===== src/rtl/navigate_ctrl.sv =====
// navigate_ctrl: motion sequencer between the maze solver and the PID/motor path.
// Runs a heading change or a forward move. A forward move ramps the speed up,
// then ramps it back down when a wanted side opening appears or the path ahead
// closes, and finally returns a one-cycle mv_cmplt.
// Optional macro NAV_OPN_DBNC_EN: debounce the side-opening sensors over three
// hdng_rdy samples before a new opening is allowed to end a move.
module navigate_ctrl #(
  parameter logic [10:0] MAX_FRWRD = 11'h2A0,
  parameter logic [5:0]  FRWRD_INC = 6'h18
) (
  input  logic        clk,
  input  logic        rst_n,
  input  logic        strt_hdng,
  input  logic        strt_mv,
  input  logic        stp_lft,
  input  logic        stp_rght,
  input  logic        hdng_rdy,
  input  logic        at_hdng,
  input  logic        lft_opn,
  input  logic        rght_opn,
  input  logic        frwrd_opn,
  output logic        mv_cmplt,
  output logic        moving,
  output logic        en_fusion,
  output logic [10:0] frwrd_spd
);

  typedef enum logic [1:0] {IDLE, HEADING, RAMP_UP, RAMP_DOWN} state_t;

  state_t      r_state, w_nxt_state;
  logic [10:0] r_spd, w_nxt_spd;
  logic        r_mv_cmplt, w_nxt_cmplt;
  logic        r_fast_dec, w_nxt_fast;
  logic        w_lft_rise, w_rght_rise;
  logic [11:0] w_up_sum, w_dn_step, w_dn_diff;
  logic [10:0] w_up_sat, w_dn_clamp;

  // Speed arithmetic is one bit wider than the command so the saturate and
  // clamp compares see the true result instead of a wrapped one.
  assign w_up_sum   = {1'b0, r_spd} + {6'd0, FRWRD_INC};
  assign w_dn_step  = r_fast_dec ? {4'd0, FRWRD_INC, 2'b00} : {5'd0, FRWRD_INC, 1'b0};
  assign w_dn_diff  = {1'b0, r_spd} - w_dn_step;
  assign w_up_sat   = (w_up_sum > {1'b0, MAX_FRWRD}) ? MAX_FRWRD : w_up_sum[10:0];
  assign w_dn_clamp = ({1'b0, r_spd} <= w_dn_step) ? 11'd0 : w_dn_diff[10:0];

`ifdef NAV_OPN_DBNC_EN
  // Sample history per side, newest sample in bit 0.
  logic [2:0] r_lft_sh, r_rght_sh;

  // Shift in a fresh sensor sample on every heading strobe.
  always_ff @(posedge clk or negedge rst_n) begin
    if (!rst_n) begin
      r_lft_sh  <= 3'b000;
      r_rght_sh <= 3'b000;
    end else if (hdng_rdy) begin
      r_lft_sh  <= {r_lft_sh[1:0], lft_opn};
      r_rght_sh <= {r_rght_sh[1:0], rght_opn};
    end
  end

  // History low,high,high plus a high sample now = three highs after a low.
  assign w_lft_rise  = hdng_rdy & lft_opn  & (r_lft_sh  == 3'b011);
  assign w_rght_rise = hdng_rdy & rght_opn & (r_rght_sh == 3'b011);
`else
  logic r_lft_q, r_rght_q;

  // Delay the opening sensors by one cycle for rising-edge detection.
  always_ff @(posedge clk or negedge rst_n) begin
    if (!rst_n) begin
      r_lft_q  <= 1'b0;
      r_rght_q <= 1'b0;
    end else begin
      r_lft_q  <= lft_opn;
      r_rght_q <= rght_opn;
    end
  end

  assign w_lft_rise  = lft_opn  & ~r_lft_q;
  assign w_rght_rise = rght_opn & ~r_rght_q;
`endif

  // State, speed, completion pulse and decel-rate registers.
  always_ff @(posedge clk or negedge rst_n) begin
    if (!rst_n) begin
      r_state    <= IDLE;
      r_spd      <= 11'd0;
      r_mv_cmplt <= 1'b0;
      r_fast_dec <= 1'b0;
    end else begin
      r_state    <= w_nxt_state;
      r_spd      <= w_nxt_spd;
      r_mv_cmplt <= w_nxt_cmplt;
      r_fast_dec <= w_nxt_fast;
    end
  end

  // Next-state, next-speed and completion logic.
  always_comb begin
    w_nxt_state = r_state;
    w_nxt_spd   = r_spd;
    w_nxt_cmplt = 1'b0;
    w_nxt_fast  = r_fast_dec;
    case (r_state)
      IDLE: begin
        if (strt_hdng) begin
          w_nxt_state = HEADING;
        end else if (strt_mv) begin
          w_nxt_state = RAMP_UP;
          w_nxt_spd   = 11'd0;
          w_nxt_fast  = 1'b0;
        end
      end
      HEADING: begin
        w_nxt_spd = 11'd0;
        if (at_hdng) begin
          w_nxt_state = IDLE;
          w_nxt_cmplt = 1'b1;
        end
      end
      RAMP_UP: begin
        if (hdng_rdy) w_nxt_spd = w_up_sat;
        // A closed path ahead outranks a side opening: brake hard.
        if (!frwrd_opn) begin
          w_nxt_state = RAMP_DOWN;
          w_nxt_fast  = 1'b1;
        end else if ((stp_lft & w_lft_rise) | (stp_rght & w_rght_rise)) begin
          w_nxt_state = RAMP_DOWN;
          w_nxt_fast  = 1'b0;
        end
      end
      RAMP_DOWN: begin
        if (r_spd == 11'd0) begin
          w_nxt_state = IDLE;
          w_nxt_cmplt = 1'b1;
          w_nxt_fast  = 1'b0;
        end else begin
          if (hdng_rdy) w_nxt_spd = w_dn_clamp;
          // Upgraded rate applies from the following strobe onward.
          if (!frwrd_opn) w_nxt_fast = 1'b1;
        end
      end
      default: begin
        w_nxt_state = IDLE;
        w_nxt_spd   = 11'd0;
      end
    endcase
  end

  assign frwrd_spd = r_spd;
  assign mv_cmplt  = r_mv_cmplt;
  assign moving    = (r_state != IDLE);
  assign en_fusion = (r_spd > (MAX_FRWRD >> 1));

endmodule


===== config.mk =====
export PLATFORM = sky130hd
export DESIGN_NAME = navigate_ctrl
export DESIGN_NICKNAME = d
export VERILOG_FILES = /design/src/rtl/navigate_ctrl.sv
export SDC_FILE = /design/constraint.sdc
export NUM_CORES = 1
export LEC_CHECK = 0
export ABC_AREA = 1
export CAP_MARGIN = 30
export CORE_MARGIN = 3
export CORE_UTILIZATION = 40
export DETAILED_ROUTE_END_ITERATION = 10
export SLEW_MARGIN = 15
export SYNTH_ARGS = -nofsm -noshare
export SYNTH_HDL_FRONTEND = slang
export SYNTH_SLANG_ARGS = --single-unit
export TNS_END_PERCENT = 1

===== constraint.sdc =====
create_clock -name clk -period 2.3 [get_ports clk]
set_clock_uncertainty 0.15 [all_clocks]
set_input_delay 0.46 -clock clk [delete_from_list [all_inputs] [get_ports clk]]
set_output_delay 0.46 -clock clk [all_outputs]
set_load 0.1 [all_outputs]

# Word-level counts from Yosys, hierarchy flattened

Cells that the tools add are included.

Equality and inequality tests: 13
Add/subtract/negate cells: 2
Bitwise gates (word level): 7
Multiplexer cells: 26
Magnitude comparators: 3
Reduce and logical (&&, ||, !) cells: 7

Operators with widths:

| cell                                                                   | number |
|---|---|
| 11-bit 2-to-1 mux                                                      | 7 |
| 11-bit one-hot mux with 4 select lines                                 | 1 |
| 2-bit != test, second input constant                                   | 7 |
| 11-bit by 5-bit adder with 12-bit output, second input constant        | 1 |
| 12-bit by 10-bit > comparator with 1-bit output, second input constant | 1 |
| 2-bit 2-to-1 mux                                                       | 6 |
| 11-bit by 9-bit > comparator with 1-bit output, second input constant  | 1 |
| 11-bit by 7-bit <= comparator with 1-bit output                        | 1 |
| 11-bit zero test                                                       | 1 |
| 11-bit by 7-bit subtractor with 11-bit output                          | 1 |
| 5-bit AND reduction                                                    | 2 |
| 3-bit != test, second input constant                                   | 3 |
| 1-bit 2-to-1 mux                                                       | 8 |
| 2-bit one-hot mux with 4 select lines                                  | 1 |
| 7-bit 2-to-1 mux                                                       | 1 |
| 1-bit bitwise AND                                                      | 4 |
| 2-bit equality test, second input constant                             | 2 |
| 4-bit AND reduction                                                    | 1 |
| 1-bit one-hot mux with 3 select lines                                  | 1 |
| 3-bit nonzero test                                                     | 1 |
| 2-bit by 1-bit equality test with 1-bit output, second input constant  | 1 |
| 2-bit zero test                                                        | 1 |
| 1-bit NOT                                                              | 2 |
| 1-bit one-hot mux with 2 select lines                                  | 1 |
| 2 further kinds                                                        | 2 |

Input bits: 11
Logic and storage cells: 64
Output and inout port bits: 14
Register bits after elaboration: 17

# Logic depth before layout (Yosys ltp)

Depth in word-level cells: 7
Mapped depth: 14
Mapped depth without buffers: 14

# Worst setup path before layout

Ideal clock, no wire load.

Path type: register to output
Start: register r_spd[6] (netlist: frwrd_spd[6])
End: output en_fusion
Path slack: -500 ps
Stages on the path, launching flop included: 6
Required time: 1690 ps
Buffers on the path: 1
Arrival: 2190 ps
Cell sequence: dfrtp_1 > buf_2 > inv_1 > nor3_1 > o22ai_1 > nand2_1

Cells in the longest elaborated chain, start to end: 1

RTL lines:

| element                                        | RTL line | text |
|---|---|---|
| start: declaration                             | 31       | `logic [10:0] r_spd, w_nxt_spd;` |
| start signal: assignment                       | 91       | `r_spd <= w_nxt_spd;` |
| 11-bit by 9-bit > comparator with 1-bit output | 152      | `assign en_fusion = (r_spd > (MAX_FRWRD >> 1));` |
| end: declaration                               | 24       | `output logic en_fusion,` |

No other way between the ends.

# Final worst setup path

Start: register r_spd[3] (netlist: frwrd_spd[3])
End: output en_fusion

Same word-level chain as after synthesis.

==> impl_metrics.ini <==
[power]
p_int_w = 0.000874
p_total_w = 0.00226
seqPwrFrac = 0.200
leakagePower_nw = 0.764
clkPwrFrac = 0.064
powerDensity_nw_per_um2 = 1460
comb_power_share = 0.735
switching_share = 0.614
p_sw_w = 0.00139
ir_drop_mv = 0.954

[cells_and_area]
nNetsFinal = 224
syn2layout_area_growth_pct = 22.0
drive_gt1_frac = 0.227
n_antenna_cell = 0
final_cell_area_um2 = 1550
final_util = 0.538
n_fill_cell = 302

[sta]
setup_viol = 0
final-hold-violation-count = 0
maxSlewViolCount = 0
final.min_clock_period_ns = 2.21
rsz0062_at_grt = no
worst_pin_slew_ns = 0.630
max_slew_margin = 0.579
finalCritPeriodShare = 0.959
fmaxAchievable_mhz = 453

[clock_tree]
clock-sinks = 14
cts_hold_buffers = 0
clk_latency_ns = 0.28
post_cts_buffers = 0
cts_tree = done
cts_root_buf = clkbuf_4
clock_path_buffers = 2
cts_made_buffers = 3
htreeDepth = 1
clk_pin_slew_ns = 0.08

[floorplan]
dieArea_um2 = 3880
start_util = 0.441
ios = 25
fp.dieW_um = 62.3
core-area_um2 = 2880
die_y_um = 62.3
num_rows = 19

[logic_synthesis]
synth_seq_cells = 14
avgSynthCellArea_um2 = 6.82
synth_area_um2 = 1270
async_reset_ff_frac = 1.00
synth-seq-area-share = 0.276
synth_cell_types = 29
synth_ff_type = dfrtp_1
synth_edf_count = 0
synthCells = 186
yosys_warnings = 0

[route]
viasPerCell = 5.06
first_iter_violations = 68
drcViolationCount = 0
vias = 1260
final_antenna_net_count = 0
drt_pass1_iterations = 4
wl_um = 3130
wl_per_cell_um = 12.6

[critical_path]
path_max_fanout = 6
worst_ep_required_time_ns = 1.69
end_kind = output pin
arrival_ns = 1.60
reg2reg_depth = 9
setup.worst_path.class = register to output pin
worstSetupStartpointType = register

[grt]
grt_first_pass_wirelength_um = 5350
grt_max_degree = 15
track_usage = 0.171
grt_pass1_vias = 1214
overflow = 0
antenna_found_initial = 0

[place]
dpl_cell_area_um2 = 1520
io_buffer_count = 21
gp_congestion = 0.915
dp_hpwl_um = 2620

[run_status]
status = finished clean

[worst_hold_path]
hp-class = primary input to asynchronous set/reset pin

[flow_run]
max_cap_violations = 0
## metrics by stage
stage                     hold slack [ns]  instances  TNS, ns  setup slack [ns]
final                               0.413        249        0            0.0947
after global routing                0.460        249        0            0.0255
after CTS                           0.425        249        0            0.0481
after detailed placement            0.406        245        0             0.172
after global placement              0.405        245        0             0.208
after floorplan                    0.0144        188   -0.126            -0.126
## registers in the layout (all words and copies together), names as in the netlist
register and flops:
frwrd_spd 8, r_state 2, mv_cmplt 1, r_fast_dec 1, r_lft_q 1, r_rght_q 1
## synth_stat cells, types with 4 or more instances
cell | n | area (um^2)
buf_4 | 5 | 37.5
dfrtp_1 | 14 | 350
ha_1 | 5 | 62.6
inv_1 | 18 | 67.6
inv_2 | 6 | 22.5
nand2_1 | 47 | 176
nand3_1 | 13 | 65.1
nand4_1 | 6 | 37.5
nor2_1 | 23 | 86.3
nor2_2 | 6 | 37.5
nor2_4 | 4 | 45.0
o21ai_1 | 5 | 25.0
## power by group through the flow
stage / combinational (W) / clock [W] / sequential (W)
final: 0.00166 / 0.000146 / 0.000453
after floorplan: 0.000995 / 0 / 0.000740
after global placement: 0.00165 / 0 / 0.000456
after CTS: 0.00167 / 0.000153 / 0.000454
after detailed placement: 0.00166 / 0 / 0.000459
after global routing: 0.00181 / 0.000166 / 0.000471
## final cells by class
type	count	area, um^2	area share
Timing Repair Buffer	21	220	0.142
Sequential cell	14	357	0.230
Inverter	25	98.8	0.0639
Tap cell	42	52.6	0.0340
Clock buffer	4	26.3	0.0170
Multi-Input combinational cell	143	793	0.513
## path summary, 6_finish.rpt
kind | startpoint | to | slack [ns]
setup / recovery | frwrd_spd[3] | en_fusion | 0.09
hold / removal | rst_n | r_rght_q | 0.41
setup reg to reg | frwrd_spd[6] | frwrd_spd[8] | 0.22
hold reg to reg | r_state[0] | r_state[0] | 0.42
max in group asynchronous | rst_n | frwrd_spd[8] | 1.14
min in group clk | r_state[0] | r_state[0] | 0.42
## critical path: stages, from the launching register on
cell and delay, ns:
dfrtp_2 0.46, inv_2 0.13, ha_1 0.16, nand3_1 0.12
o22ai_2 0.19, nand2_2 0.09, buf_12 0.17
## cell usage in the layout, fill, tap and decap left out, types with 4 or more instances in the layout
cell type        count
nand3_1             13
nor2_1              23
ha_1                 5
nand2_2              4
inv_1               18
dfrtp_1              9
nor2_2               6
nand2_1             46
clkdlybuf4s50_1     10
inv_2                6
dfrtp_2              5
o21ai_1              5
nand4_1              6
nor2_4               4
buf_4                8
## what timing repair did
item	4_1_cts	5_1_grt
setup endpoints to repair	0	1
hold endpoints to repair	0	0
resized for setup	0	1
## routing by layer
metal	track usage	vias to the layer above	share of wire
li1	-	642	-
met1	0.206	583	0.45
met2	0.306	27	0.49
met3	0.0108	8	0.026
met4	0.0882	0	0.027
met5	0	-	0
## kinds of logic after synthesis
kind of cell             count (synthesis)  synth area share
flip-flops                              14             0.276
adder cells (fa/ha/maj)                  5            0.0493
XOR/XNOR                                 4            0.0335
AND/OR/NAND/NOR                        112             0.430
other                                    1           0.00296
AO/OA/AOI/OAI                           19            0.0966
buffers and inverters                   31             0.111
Note: power is estimated with default switching activity, not from simulation.
